File: src/rtl/pc_gen_pkg.sv
`default_nettype none
// ============================================================================
// Module   : pc_gen_pkg
// Purpose  : Shared constants and FSM state encodings for the fetch PC generator.
// Revision : 1.0 - initial release
// ============================================================================
package pc_gen_pkg;

    localparam logic [31:0] PC_RESET_VEC = 32'h1C00_0000;
    localparam logic [31:0] INST_STEP    = 32'd4;

    typedef enum logic [1:0] {
        BOOT = 2'd0,
        RUN  = 2'd1,
        IDLE = 2'd2
    } pc_state_e;

endpackage : pc_gen_pkg
`default_nettype wire

File: src/rtl/pc_gen.sv
`default_nettype none
// ============================================================================
// Module   : pc_gen
// Purpose  : Fetch PC generator with prioritised redirects and optional IDLE
//            low-power wait (IDLE support compiled in by macro PCGEN_IDLE_EN).
// Revision : 1.0 - initial release
// ============================================================================
module pc_gen
    import pc_gen_pkg::*;
(
    input  logic        clk,
    input  logic        reset,
    input  logic        excp_flush,
    input  logic        excp_is_tlbr,
    input  logic [31:0] csr_eentry,
    input  logic [31:0] csr_tlbrentry,
    input  logic [31:0] csr_era,
    input  logic        ertn_flush,
    input  logic        flush,
    input  logic [31:0] flush_target,
    input  logic        idle_en,
    input  logic        wake_int,
    output logic [31:0] inst_vaddr,
    output logic        inst_addr_valid,
    input  logic        inst_addr_ready,
    output logic [1:0]  pc_state
);

    pc_state_e   r_state;
    logic [31:0] r_pc;
    logic        w_redirect;
    logic        w_fire;
    logic [31:0] w_excp_target;
    logic [31:0] w_target;

    assign w_redirect    = excp_flush | ertn_flush | flush;
    assign w_excp_target = excp_is_tlbr ? csr_tlbrentry : csr_eentry;

    // Exception beats exception-return, which beats a backend flush.
    always_comb begin
        w_target = flush_target;
        if (excp_flush) begin
            w_target = w_excp_target;
        end else if (ertn_flush) begin
            w_target = csr_era;
        end
    end

    // Any redirect this cycle invalidates the address being presented.
    assign inst_addr_valid = (r_state == RUN) && !w_redirect;
    assign w_fire          = inst_addr_valid && inst_addr_ready;
    assign inst_vaddr      = r_pc;
    assign pc_state        = r_state;

`ifndef PCGEN_IDLE_EN
    logic w_unused_idle;
    assign w_unused_idle = idle_en ^ wake_int;
`endif

    always_ff @(posedge clk) begin
        if (reset) begin
            r_pc    <= PC_RESET_VEC;
            r_state <= BOOT;
        end else begin
            case (r_state)
                BOOT: begin
                    if (w_redirect) begin
                        r_pc <= w_target;
                    end
                    r_state <= RUN;
                end
                RUN: begin
                    if (w_redirect) begin
                        r_pc <= w_target;
`ifdef PCGEN_IDLE_EN
                        // IDLE commits alongside the refetch flush of the next instruction.
                        if (!excp_flush && !ertn_flush && idle_en) begin
                            r_state <= IDLE;
                        end
`endif
                    end else if (w_fire) begin
                        r_pc <= r_pc + INST_STEP;
                    end
                end
`ifdef PCGEN_IDLE_EN
                IDLE: begin
                    if (excp_flush) begin
                        r_pc    <= w_excp_target;
                        r_state <= RUN;
                    end else if (wake_int) begin
                        r_state <= RUN;
                    end
                end
`endif
                default: begin
                    r_state <= BOOT;
                end
            endcase
        end
    end

endmodule : pc_gen
`default_nettype wire

File: config.mk
export PLATFORM = sky130hd
export DESIGN_NAME = pc_gen
export DESIGN_NICKNAME = d
export VERILOG_FILES = /design/src/rtl/pc_gen_pkg.sv /design/src/rtl/pc_gen.sv
export SDC_FILE = /design/constraint.sdc
export NUM_CORES = 1
export LEC_CHECK = 0
export CAP_MARGIN = 20
export CELL_PAD_IN_SITES_DETAIL_PLACEMENT = 0
export CELL_PAD_IN_SITES_GLOBAL_PLACEMENT = 1
export CORE_UTILIZATION = 26
export CTS_CLUSTER_DIAMETER = 50
export DETAILED_ROUTE_END_ITERATION = 6
export PLACE_DENSITY = 0.86
export SETUP_SLACK_MARGIN = 0.05
export SLEW_MARGIN = 20
export SYNTH_ARGS = -nofsm -noshare
export SYNTH_HDL_FRONTEND = slang
export SYNTH_SLANG_ARGS = --single-unit
File: constraint.sdc
create_clock -name clk -period 2.5 [get_ports clk]
set_input_delay 0.375 -clock clk [delete_from_list [all_inputs] [get_ports clk]]
set_output_delay 0.375 -clock clk [all_outputs]
set_load 0.02 [all_outputs]
After elaboration in Yosys (flattened, before gate mapping):

Cells that the tools add are included.

* logic and storage cells: 22
* memories: 0
* bits in registers: 34
* bits in writable memories: 0
* bits in read-only memories: 0
* bits in latches: 0

* eq/ne operators: 3
* shift-type cells: 0
* $add $sub $neg: 1
* divide/modulo/power cells: 0
* multipliers: 0
* bitwise gates (word level): 2
* mux-type cells: 8
* reduce and logical (&&, ||, !) cells: 6
* order comparisons: 0

Operator list (number)
* $mux W32: 6
* $pmux W32 S2: 1
* $add A32 B3 Y32 const B: 1
* $pmux W2 S2: 1
* $ne A3 B3 Y1 const B: 1
* $reduce_and A3 Y1: 1
* $eq A2 B1 Y1 const B: 1
* $logic_and A1 B1 Y1: 2
* $logic_not A2 Y1: 1
* $ne A2 B2 Y1 const B: 1
* $or A1 B1 Y1: 2
* $reduce_bool A2 Y1: 1
* $logic_not A1 Y1: 1

Logic depth before layout (Yosys ltp):

Gate-level depths: netlist of run 1.

* word-level depth: 8
* gate-level depth with buffers: 8

Least setup slack after synthesis of run 1:

No wires, ideal clock.

* kind: reg-to-reg
* start: register r_pc[2] (netlist: inst_vaddr[2])
* end: register r_pc[30] (netlist: inst_vaddr[30])
* arrival: 1.883 ns
* stages on the path, launching flop included: 7
* setup time: 0.074 ns
* period minus slack after synthesis: 1.957 ns
* path slack: 0.543 ns
* cell sequence: dfxtp_1 > ha_1 > nand3_1 > nor4_2 > nand3_1 > or3_1 > a31oi_1

* cells in the longest elaborated chain, start to end: 4

RTL lines
* start: declaration: line pc_gen.sv:30 `logic [31:0] r_pc;`
* start signal: assignment: line pc_gen.sv:68 `r_pc <= w_target;`
* start signal: assignment: line pc_gen.sv:74 `r_pc <= w_target;`
* start signal: assignment: line pc_gen.sv:82 `r_pc <= r_pc + INST_STEP;`
* $add A32 B3 Y32: line pc_gen.sv:82
* $mux W32: line pc_gen.sv:81 `end else if (w_fire) begin`
* $mux W32: line pc_gen.sv:73 `if (w_redirect) begin`
* $pmux W32 S2: line pc_gen.sv:65 `case (r_state)`

No other way between the ends. The select of a mux whose other input is x is not followed.
A chain may end at the register's enable or synchronous reset.

Worst setup path in the final report of run 1:

* start: input flush
* end: output inst_addr_valid

* cells in the longest elaborated chain, start to end: 3

RTL lines
* start: declaration: line pc_gen.sv:19 `input logic flush,`
* $or A1 B1 Y1: line pc_gen.sv:36 `assign w_redirect = excp_flush | ertn_flush | flush;`
* $logic_not A1 Y1: line pc_gen.sv:50 `assign inst_addr_valid = (r_state == RUN) && !w_redirect;`
* $logic_and A1 B1 Y1: line pc_gen.sv:50
* end: declaration: line pc_gen.sv:24 `output logic inst_addr_valid,`

No other way between the ends.

==> flow_summary.toml, run 1 <==
[outcome]
status = "finished, final reports clean"

[place]
post-dp-hpwl_mm = 9.415
post-place-cells = 674
place_ws_ns = 0.1547
routabilityCongestion = 0.8349
port_buffers = 168
post_dp_cell_area_mm2 = 0.004766

[floorplanning]
die-area_mm2 = 0.01153
initial_utilization = 0.2663
die_height_um = 107.4
core_mm2 = 0.01084
ioPinCount = 172
die_x_um = 107.4
core.rowCount = 38

[critical_path]
crit_top_cell = "clkdlybuf4s50_1"
end_kind = "primary output"
critPathMaxFanout = 4
slowest_stage = "clkdlybuf4s50_1"
cp.required_ns = 2.12
worstSetupStartpointType = "input pin"
path_cells = "clkdlybuf4s50_1, nor3_4, nand2_1, inv_2, clkdlybuf4s50_1"
criticalPathCategory = "in2out"
cp_slowest_stage_delay_ns = 0.61
arrival_ns = 1.90
path_delay_family = "buffers and inverters"
critPathBufInv = 3

[drt]
wl_per_cell_um = 16.85
drc_errors = 0
wirelength_mm = 11.48
dr.pass1.iters = 6
postRouteAntennaNets = 0
vias = 3622
via_per_inst = 5.319
drt_iter0_drc = 193

[pwr]
p_switching_uw = 556.7
internal-power_uw = 1180
clockPowerShare = 0.239
swShare = 0.3206
power_frac_comb = 0.391
p_leak_uw = 0.001778
seqPwrFrac = 0.370
powerDensity_mw_per_mm2 = 357.8
ir_drop_mv = 0.1725

[logic_synthesis]
async_reset_ff_frac = 0
seq_area_frac_synth = 0.2289
syn_avg_cell_area_um2 = 7.697
ys.warnings.count = 0
synth_cell_types = 54
synth_edf_count = 0
synth_fp_nets = 513
syn_inst = 375
netlist_area_mm2 = 0.002887
ys_ff_latch = 33
ys.flop_type = "dfxtp_1"

[global_routing]
grtUsageTotal = 0.1973
grt_pass1_vias = 3367
grt_max_degree = 64
grt_overflow = 0
grt_pass1_wl_mm = 17.73
grt_antenna_before_repair = 0

[cts]
numCtsBuffers = 5
post_cts_buffers = 0
cts_tree = "yes"
h-tree-depth = 2
clockBufferDepth = 2
clock-sinks = 33
postCtsHoldBufs = 0
clk_latency_ns = 0.28
ctsResizeCount = 0
root_buffer = "clkbuf_8"
clkTransAtPathRegs_ns = 0.06

[worst_hold_path]
hp-class = "reg2reg"

[timing]
finalCriticalPeriod_ns = 2.271
postLayoutSetupSlackWorst_ns = 0.2291
finalSetupTns_ns = 0
setup_violations = 0
fin_worst_skew_ns = 0.009070
hold_viol = 0
period_share = 0.9084
maxSlewViolCount = 0
rsz0062_at_grt = "no"
hold_slack_ns = 0.4965
clock.fmax_ghz = 0.4403

[final_layout]
nets = 679
drive_gt1_frac = 0.09057
design_area_mm2 = 0.004852
fin_cells = 681
antennaDiodeCount = 0
area.growth.synth_to_final_pct = 68.10

[run]
maxCapViolCount = 0
-- power by group through the flow --
stage	logic, uW	registers, uW	clock network [uW]
2_1_floorplan	239	695	0
3_3_place_gp	671	652	0
3_5_place_dp	678	655	0
4_1_cts	680	643	411
5_1_grt	726	650	439
6_report	678	643	416
-- final timing paths --
kind | startpoint | to | slack (ns) | cells after the start
max | flush | inst_addr_valid | 0.23 | 5
min | inst_vaddr[1]$_SDFFE_PP0P_ | inst_vaddr[1]$_SDFFE_PP0P_ | 0.50 | 2
max reg2reg | inst_vaddr[2]$_SDFFE_PP0P_ | inst_vaddr[24]$_SDFFE_PP0P_ | 0.46 | 7
min reg2reg | inst_vaddr[1]$_SDFFE_PP0P_ | inst_vaddr[1]$_SDFFE_PP0P_ | 0.50 | 2
-- layout make-up --
type	count	area, um2
Clock buffer	7	86.33
Fill cell	1106	5988
Inverter	6	22.52
Multi-Input combinational cell	307	2078
Sequential cell	33	660.6
Tap cell	140	175.2
Timing Repair Buffer	188	1829
-- layer usage --
layer | routed length, um | GRT usage
met5 | 0 | 0
met1 | 5152 | 0.2673
met2 | 5371 | 0.3304
met4 | 68 | 0.03425
met3 | 883 | 0.03329
-- cell usage after synthesis (7+ instances only) --
cell type  number  share of area
a211oi_1       39           0.10
dfxtp_1        33           0.23
mux2i_1        33           0.11
a21oi_1        29          0.050
nand2_1        24          0.031
o21ai_0        24          0.042
nor2b_1        19          0.041
clkbuf_1       18          0.023
nor2_1         15          0.020
nor3_1         14          0.024
nand3_1        13          0.023
buf_2          10          0.017
a221oi_1        7          0.021
nand4_1         7          0.015
-- sequential cells by signal, summed over array words and instances, names as in the netlist --
register / cells
inst_vaddr: 32
pc_state: 1
-- cells by family after synthesis --
logic type,share of synthesized area
DFF,0.2289
muxes,0.1300
and+or+nand+nor,0.2679
buffers and inverters,0.05115
AOI/OAI and AO/OA,0.3013
other,0.001299
adders and majority gates,0.004334
xor gates and xnor gates,0.01517
-- worst min-delay path, cell delays in order, from the launching register on --
cell	delay, ns
dfxtp_1	0.33
a21oi_1	0.06
nor2_1	0.07
-- stage by stage --
stage,total power [uW],utilization
detailed placement,1333,0.4396
finish,1736,0.4476
floorplan,933.7,-
CTS,1734,0.4476
global placement,1324,0.4396
global route,1815,0.4476
-- layout by cell type (no fill, tap or decap), drive strengths merged, types with 19 or more instances in the layout --
| cell | instances |
|---|---|
| buf | 23 |
| clkdlybuf4s50 | 165 |
| a211oi | 39 |
| nand2 | 24 |
| dfxtp | 33 |
| nor2b | 19 |
| a21oi | 29 |
| mux2i | 33 |
| o21ai | 29 |
Power figures use the tool's default switching activity.
==> run 2, diff against run 1 <==
==> constraint.sdc (replaced) <==
create_clock -name clk -period 2.5 [get_ports clk]
set_input_delay 0.375 -clock clk [delete_from_list [all_inputs] [get_ports clk]]
set_output_delay 0.375 -clock clk [all_outputs]
set_load 0.005 [all_outputs]
==> run 2 against run 1 <==
Net effect:
- cell area is 0.23% lower
- clock power is 5.0% lower
- worst hold slack better by 0.0070 ns
- via count is 0.50% lower
- worst setup slack better by 0.034 ns
- maximum frequency is 1.5% higher
- sequential share of layout area hardly changed
- core utilization is 0.10 points lower
- critical path type unchanged
- largest power group is now registers
==> flow_summary.toml, run 2 (synthesis gave the netlist of run 1 again) <==
[drt]
vias = 3604
drt_iter0_drc = 208
drc_errors = 0
wl_per_cell_um = 16.77
postRouteAntennaNets = 0
wirelength_mm = 11.46
via_per_inst = 5.277
dr.pass1.iters = 5

[timing]
slew_headroom = 0.6627
clock.fmax_ghz = 0.4470
rsz0062_at_grt = "no"
setup_violations = 0
fin_worst_skew_ns = 0.004877
tightest_slew_ns = 0.5029
finalCriticalPeriod_ns = 2.237
maxSlewViolCount = 0
hold_viol = 0
hold_slack_ns = 0.5035
finalSetupTns_ns = 0
period_share = 0.8948

[critical_path]
cp.required_ns = 2.12
critPathBufInv = 3
critPathMaxFanout = 6
cp_num_cells = 5
arrival_ns = 1.86
path_delay_family = "buffers and inverters"
crit_top_cell = "clkdlybuf4s50_1"
worstReg2RegStart = "inst_vaddr[2]$_SDFFE_PP0P_"
end_kind = "primary output"
slowest_stage = "clkdlybuf4s50_1"
r2r_cells = 7
path_cells = "clkdlybuf4s50_1, nor3_4, nand2_1, inv_2, clkdlybuf4s50_1"
r2r_slack_ns = 0.49
criticalPathCategory = "in2out"
worstSetupStartpointType = "input pin"
startpoint = "flush"
cp_slowest_stage_delay_ns = 0.56
crit_end = "inst_addr_valid"
r2r-end = "inst_vaddr[30]$_SDFFE_PP0P_"

[final_layout]
fin_cells = 683
drive_gt1_frac = 0.09024
antennaDiodeCount = 0
largest_reg_flops = 32
final_cell_mix = "165 x clkdlybuf4s50_1, 39 x a211oi_1, 33 x mux2i_1, 33 x dfxtp_1, 29 x a21oi_1"
area.growth.synth_to_final_pct = 67.71
nets = 680
fill_cells = 1088
final_common_cell = "clkdlybuf4s50_1"

[global_routing]
grt_max_degree = 50
grtUsageTotal = 0.1981
grt_overflow = 0
grt_antenna_before_repair = 0
grt_pass1_wl_mm = 17.89
grt_pass1_vias = 3484

[cts]
post_cts_buffers = 0
ctsResizeCount = 0
numCtsBuffers = 5
root_buffer = "clkbuf_8"
postCtsHoldBufs = 0
clock-sinks = 33
h-tree-depth = 2
clockBufferDepth = 2
clk_latency_ns = 0.28
cts_tree = "yes"
clkTransAtPathRegs_ns = 0.07

[pwr]
internal-power_uw = 1156
swShare = 0.3028
ir_drop_mv = 0.1839
clockPowerShare = 0.238
powerDensity_mw_per_mm2 = 342.7
seqPwrFrac = 0.388
p_leak_uw = 0.001773
power_frac_comb = 0.374
p_switching_uw = 502.4

[place]
routabilityCongestion = 0.8212
port_buffers = 168
post-place-cells = 675
post-dp-hpwl_mm = 9.448

[floorplanning]
die_x_um = 107.4
die_height_um = 107.4
ioPinCount = 172
core.rowCount = 38
initial_utilization = 0.2663
die-area_mm2 = 0.01153
core_mm2 = 0.01084

[worst_hold_path]
hp-class = "reg2reg"

[run]
maxCapViolCount = 0

[outcome]
status = "finished, final reports clean"
[run 2: cell types whose count changed in the layout (fill, tap and decap cells not counted), sizes merged]
cell / change
buf: +1
clkbuf: +1
[run 2: area by class of cell]
type                            count  area, um2  share of cell area
Inverter                            6      22.52            0.004652
Timing Repair Buffer              189       1824              0.3768
Clock buffer                        8      80.08             0.01654
Tap cell                          140      175.2             0.03619
Sequential cell                    33      660.6              0.1365
Multi-Input combinational cell    307       2078              0.4293
[run 2: per-stage QoR]
stage	util	worst slack, ns	instance area (um2)	total power [uW]
2_1_floorplan	-	0.6746	2887	880.0
3_3_place_gp	0.4392	0.1622	4761	1267
3_5_place_dp	0.4392	0.1673	4761	1277
4_1_cts	0.4466	0.2462	4841	1668
5_1_grt	0.4466	0.1885	4841	1752
6_report	0.4466	0.2630	4841	1659
[run 2: how the worst min path moves through the flow]
| stage | start | to | slack (ns) | cells after the start |
|---|---|---|---|---|
| 4_1_cts | inst_vaddr[1]$_SDFFE_PP0P_ | inst_vaddr[1]$_SDFFE_PP0P_ | 0.51 | 2 |
| 3_5_place_dp | inst_vaddr[1]$_SDFFE_PP0P_ | inst_vaddr[1]$_SDFFE_PP0P_ | 0.49 | 2 |
| 5_1_grt | inst_vaddr[1]$_SDFFE_PP0P_ | inst_vaddr[1]$_SDFFE_PP0P_ | 0.53 | 2 |
| 6_report | inst_vaddr[1]$_SDFFE_PP0P_ | inst_vaddr[1]$_SDFFE_PP0P_ | 0.50 | 2 |
| 2_1_floorplan | inst_vaddr[21]$_SDFFE_PP0P_ | inst_vaddr[21]$_SDFFE_PP0P_ | 0.47 | 2 |
| 3_3_place_gp | inst_vaddr[1]$_SDFFE_PP0P_ | inst_vaddr[1]$_SDFFE_PP0P_ | 0.47 | 2 |
[run 2: per-layer routing]
metal	up-vias	track usage	share of wire
met5	-	0	0
met4	0	0.04110	0.010
met3	9	0.04116	0.077
met2	165	0.3332	0.47
met1	1662	0.2600	0.44
li1	1768	-	-
[run 2: tightest hold or removal path, cell delays in order, from the launching register on]
cell and delay (ns):
dfxtp_1 0.34, a21oi_1 0.06, nor2_1 0.07
[run 2: power by group through the flow]
stage / Clock [uW] / Combinational [uW] / Sequential [uW]
after floorplan: 0 / 237 / 643
after global placement: 0 / 615 / 652
after detailed placement: 0 / 622 / 655
after CTS: 401 / 624 / 643
after global routing: 425 / 674 / 653
final: 395 / 621 / 643
==> RTL edit 1 (flow settings as in run 1) <==
Build with the macro `PCGEN_IDLE_EN` defined.
--- a/src/rtl/pc_gen.sv
+++ b/src/rtl/pc_gen.sv
@@ -5,6 +5,8 @@
 //            low-power wait (IDLE support compiled in by macro PCGEN_IDLE_EN).
 // Revision : 1.0 - initial release
 // ============================================================================
+`define PCGEN_IDLE_EN
+
 module pc_gen
     import pc_gen_pkg::*;
 (
Behaviour: not the same (a bounded check fails within 4 cycles, from zero or initial values and one cycle with reset high).
==> RTL edit 1 against run 1 <==
The run now ends with DRC left. Global-route usage rose by 0.61 points. Critical endpoint unchanged. Final area rose by 7.9%. Critical path depth fell by 2. Area after synthesis rose by 7.5%. Critical path type is now flip-flop to primary output. Fmax rose by 0.24%. Hold slack improved by 0.0029 ns. Sequential cell count rose by 1. Non-clock buffer count rose by 14. Setup slack improved by 0.0055 ns. Wire length rose by 8.6%.
Power is not compared: it rests on default switching activity, and its combinational part moved more than twofold at a synthesized area within 25%.
==> RTL edit 1: results (changes against run 1) <==
Non-clk invs 13 (was 6); routability cong. 0.857 (was 0.835); fraction of area in multi-input gates 42.8% (about the same); area growth from synthesis to layout 68.8% (was 68.1%); DRC viols 20 (was 0); clk cell area share 2.89% (was 1.78%); met3 global-route usage 4.54% (was 3.33%); count of cell types in the netlist 48 (was 54); HPWL Detailed 9.79 mm (was 9.42 mm); first-pass GRT wire length 20.4 mm (was 17.7 mm); layout cell share with drive strength beyond 1 8.53% (was 9.06%); filler cell count 1157 (was 1106); routing usage on met2 36.0% (was 33.0%); Hold Path Sink inst_vaddr[20] (was inst_vaddr[1]); Net Count, Synth 550 (was 513); Non-clock buffers 202 (was 188); R2R Setup Slk 0.34 ns (was 0.46 ns); largest net degree at the start of global routing 29 (was 64); All-Layer GR Usage 20.3% (was 19.7%); met3 wire length 1.09 mm (was 883 µm); reg2reg end inst_vaddr[29] (was inst_vaddr[24]); met2 wire len 6.15 mm (was 5.37 mm); Critical Path Max Stage Delay 0.66 ns (was 0.61 ns); status finished with violations (was completed); met1 WL 5.09 mm (was 5.15 mm); register area 681 µm² (was 661 µm²); Placed Instances 720 (was 674); tap cells 143 (was 140); port bufs 171 (was 168); violated checks DRC; nets@finish 728 (was 679); Vias/cell 5.43 (was 5.32); vias in the first global route 4034 (was 3367); final hold slack 0.499 ns (was 0.497 ns); DRT Pass-1 Iters 7 (was 6); pre-CTS setup slack 0.0631 ns (was 0.155 ns); placed inst area 0.00507 mm² (was 0.00477 mm²); Syn Area/Cell 7.62 µm² (was 7.70 µm²); Post-synth top cells mux2i_1 (64), nor2_1 (35), dfxtp_1 (34), a21oi_1 (30), o22ai_1 (28) (was a211oi_1 (39), dfxtp_1 (33), mux2i_1 (33), a21oi_1 (29)); min-delay src inst_vaddr[20] (was inst_vaddr[1]); WL final 12.5 mm (was 11.5 mm); Setup Skew 0.00519 ns (was 0.00907 ns)
[RTL edit 1: how the worst max path moves through the flow]
stage,from,end,slack [ns],cells after the start
6_report,pc_state[0],inst_addr_valid,0.23,3
4_1_cts,pc_state[0],inst_addr_valid,0.05,3
3_3_place_gp,excp_flush,inst_addr_valid,0.09,3
2_1_floorplan,pc_state[0],inst_vaddr[29],0.28,8
5_1_grt,pc_state[0],inst_vaddr[12],0.07,8
3_5_place_dp,flush,inst_vaddr[20],0.06,7
[RTL edit 1: cells by family (layout without fill, tap and decap cells)]
group | after synthesis | in the layout | share of synthesized area [%]
AOI/OAI and AO/OA | 130 | 130 | 25.9
and+or+nand+nor | 125 | 125 | 21.8
muxes | 66 | 66 | 21.4
buffers and inverters | 44 | 223 | 6.01
DFF | 34 | 34 | 21.9
adders and majority gates | 6 | 6 | 2.42
xor gates and xnor gates | 2 | 2 | 0.565
[RTL edit 1: repair_timing]
item                                    in CTS  in global routing
endpoints found under the setup margin       0                 21
resized for setup                            0                  1
buffers inserted                             0                  1
==> RTL edit 2 (flow settings as in run 1) <==
Made on the original files. Make the reset (`reset`) asynchronous in one clocked block.
--- a/src/rtl/pc_gen.sv
+++ b/src/rtl/pc_gen.sv
@@ -57,7 +57,7 @@
     assign w_unused_idle = idle_en ^ wake_int;
 `endif
 
-    always_ff @(posedge clk) begin
+    always_ff @(posedge clk or posedge reset) begin
         if (reset) begin
             r_pc    <= PC_RESET_VEC;
             r_state <= BOOT;
Behaviour: differs if reset is asserted again (counterexample within 4 cycles, from zero or initial values and one cycle with reset high); with reset held inactive, the same outputs for 10 cycles.
==> RTL edit 2 against run 1 <==
Wire length decreased by 8.4%. Power rose by 13%. Sequential cell count stayed put. Fmax down 0.98%. Area after synthesis up 0.13%. Synthesized cell count decreased by 7.2%. Critical endpoint unchanged. Setup slack got worse by 0.022 ns. Final area decreased by 0.64%. Via count decreased by 9.0%. Sequential share of layout area is 3.6 points higher.
==> RTL edit 2: results (changes against run 1) <==
Pleak 1.78 nW (about the same); Placed Instances 639 (was 674); worst hold path class input pin to asynchronous set/reset pin (was flip-flop to flip-flop); vias in the first global route 3242 (was 3367); largest net degree at the start of global routing 65 (was 64); placed inst area 0.00471 mm² (was 0.00477 mm²); ys async rst share 100% (was 0%); met1 usage 22.5% (was 26.7%); Seq/Total Area, Yosys 28.7% (was 22.9%); met3 global-route usage 3.57% (was 3.33%); status completed (unchanged); WL final 10.5 mm (was 11.5 mm); worst r2r path cells 6 (was 7); R2R Path Start inst_vaddr[2] (unchanged); filler cell count 1080 (was 1106); first-pass GRT wire length 16.3 mm (was 17.7 mm); All-Layer GR Usage 18.2% (was 19.7%); WL per Instance 16.3 µm (was 16.9 µm); Net Count, Synth 486 (was 513); layout cell share with drive strength beyond 1 9.07% (was 9.06%); Via Count 3297 (was 3622); Peak VDD IR 0.000218 V (was 0.000173 V); Post-synth top cells a21oi_1 (40), dfrtp_1 (30), mux2i_1 (24), nand2_1 (22), a211oi_1 (18) (was a211oi_1 (39), dfxtp_1 (33), mux2i_1 (33), a21oi_1 (29)); routing usage on met2 32.6% (was 33.0%); Mapped Cells 348 (was 375); Setup Skew 0.00999 ns (was 0.00907 ns); First DRT Iteration DRCs 137 (was 193)
RTL edit 2: changes by cell type after synthesis, moves of 6 or more:
cell	before	now
a21oi_1	29	40
xnor2_1	2	15
o21ai_0	24	16
a211oi_1	39	18
dfrtp_1	0	30
a31oi_1	6	0
nor3_1	14	7
mux2i_1	33	24
mux2_2	4	10
dfxtp_1	33	0
RTL edit 2: kinds of logic after synthesis:
logic type,synth area share (%)
XOR/XNOR,5.15
AO/OA/AOI/OAI,25.8
buffers and inverters,5.67
other,0.260
flip-flops,28.7
adder cells (fa/ha/maj),0.433
AND/OR/NAND/NOR,21.8
multiplexers,12.2
RTL edit 2: where the power goes:
group / leakage (nW) / switching (W) / internal [W]
combinational: 1.35 / 0.000334 / 0.000435
sequential: 0.378 / 0.0000914 / 0.000599
clock: 0.0552 / 0.000209 / 0.000296
RTL edit 2: through the flow:
step / worst slack [ns] / utilization [%] / hold slack, ns
6_report: 0.207 / 44.5 / 0.490
3_5_place_dp: 0.103 / 43.5 / 0.476
2_1_floorplan: 0.467 / - / 0.502
4_1_cts: 0.217 / 44.5 / 0.493
5_1_grt: 0.120 / 44.5 / 0.515
3_3_place_gp: 0.156 / 43.5 / 0.467
RTL edit 2: metal layers:
metal / up-vias / routed length [µm]
li1: 1622 / -
met1: 1546 / 4520
met2: 121 / 5190
met3: 8 / 697
met4: 0 / 105
met5: - / 0
RTL edit 2: final cells by class:
type | count | area (µm²) | share of cell area, %
Clock inverter | 2 | 35.0 | 0.727
Multi-Input combinational cell | 277 | 1900 | 39.4
Timing Repair Buffer | 181 | 1780 | 36.9
Inverter | 8 | 30.0 | 0.623
Tap cell | 140 | 175 | 3.63
Clock buffer | 6 | 72.6 | 1.51
Sequential cell | 33 | 830 | 17.2
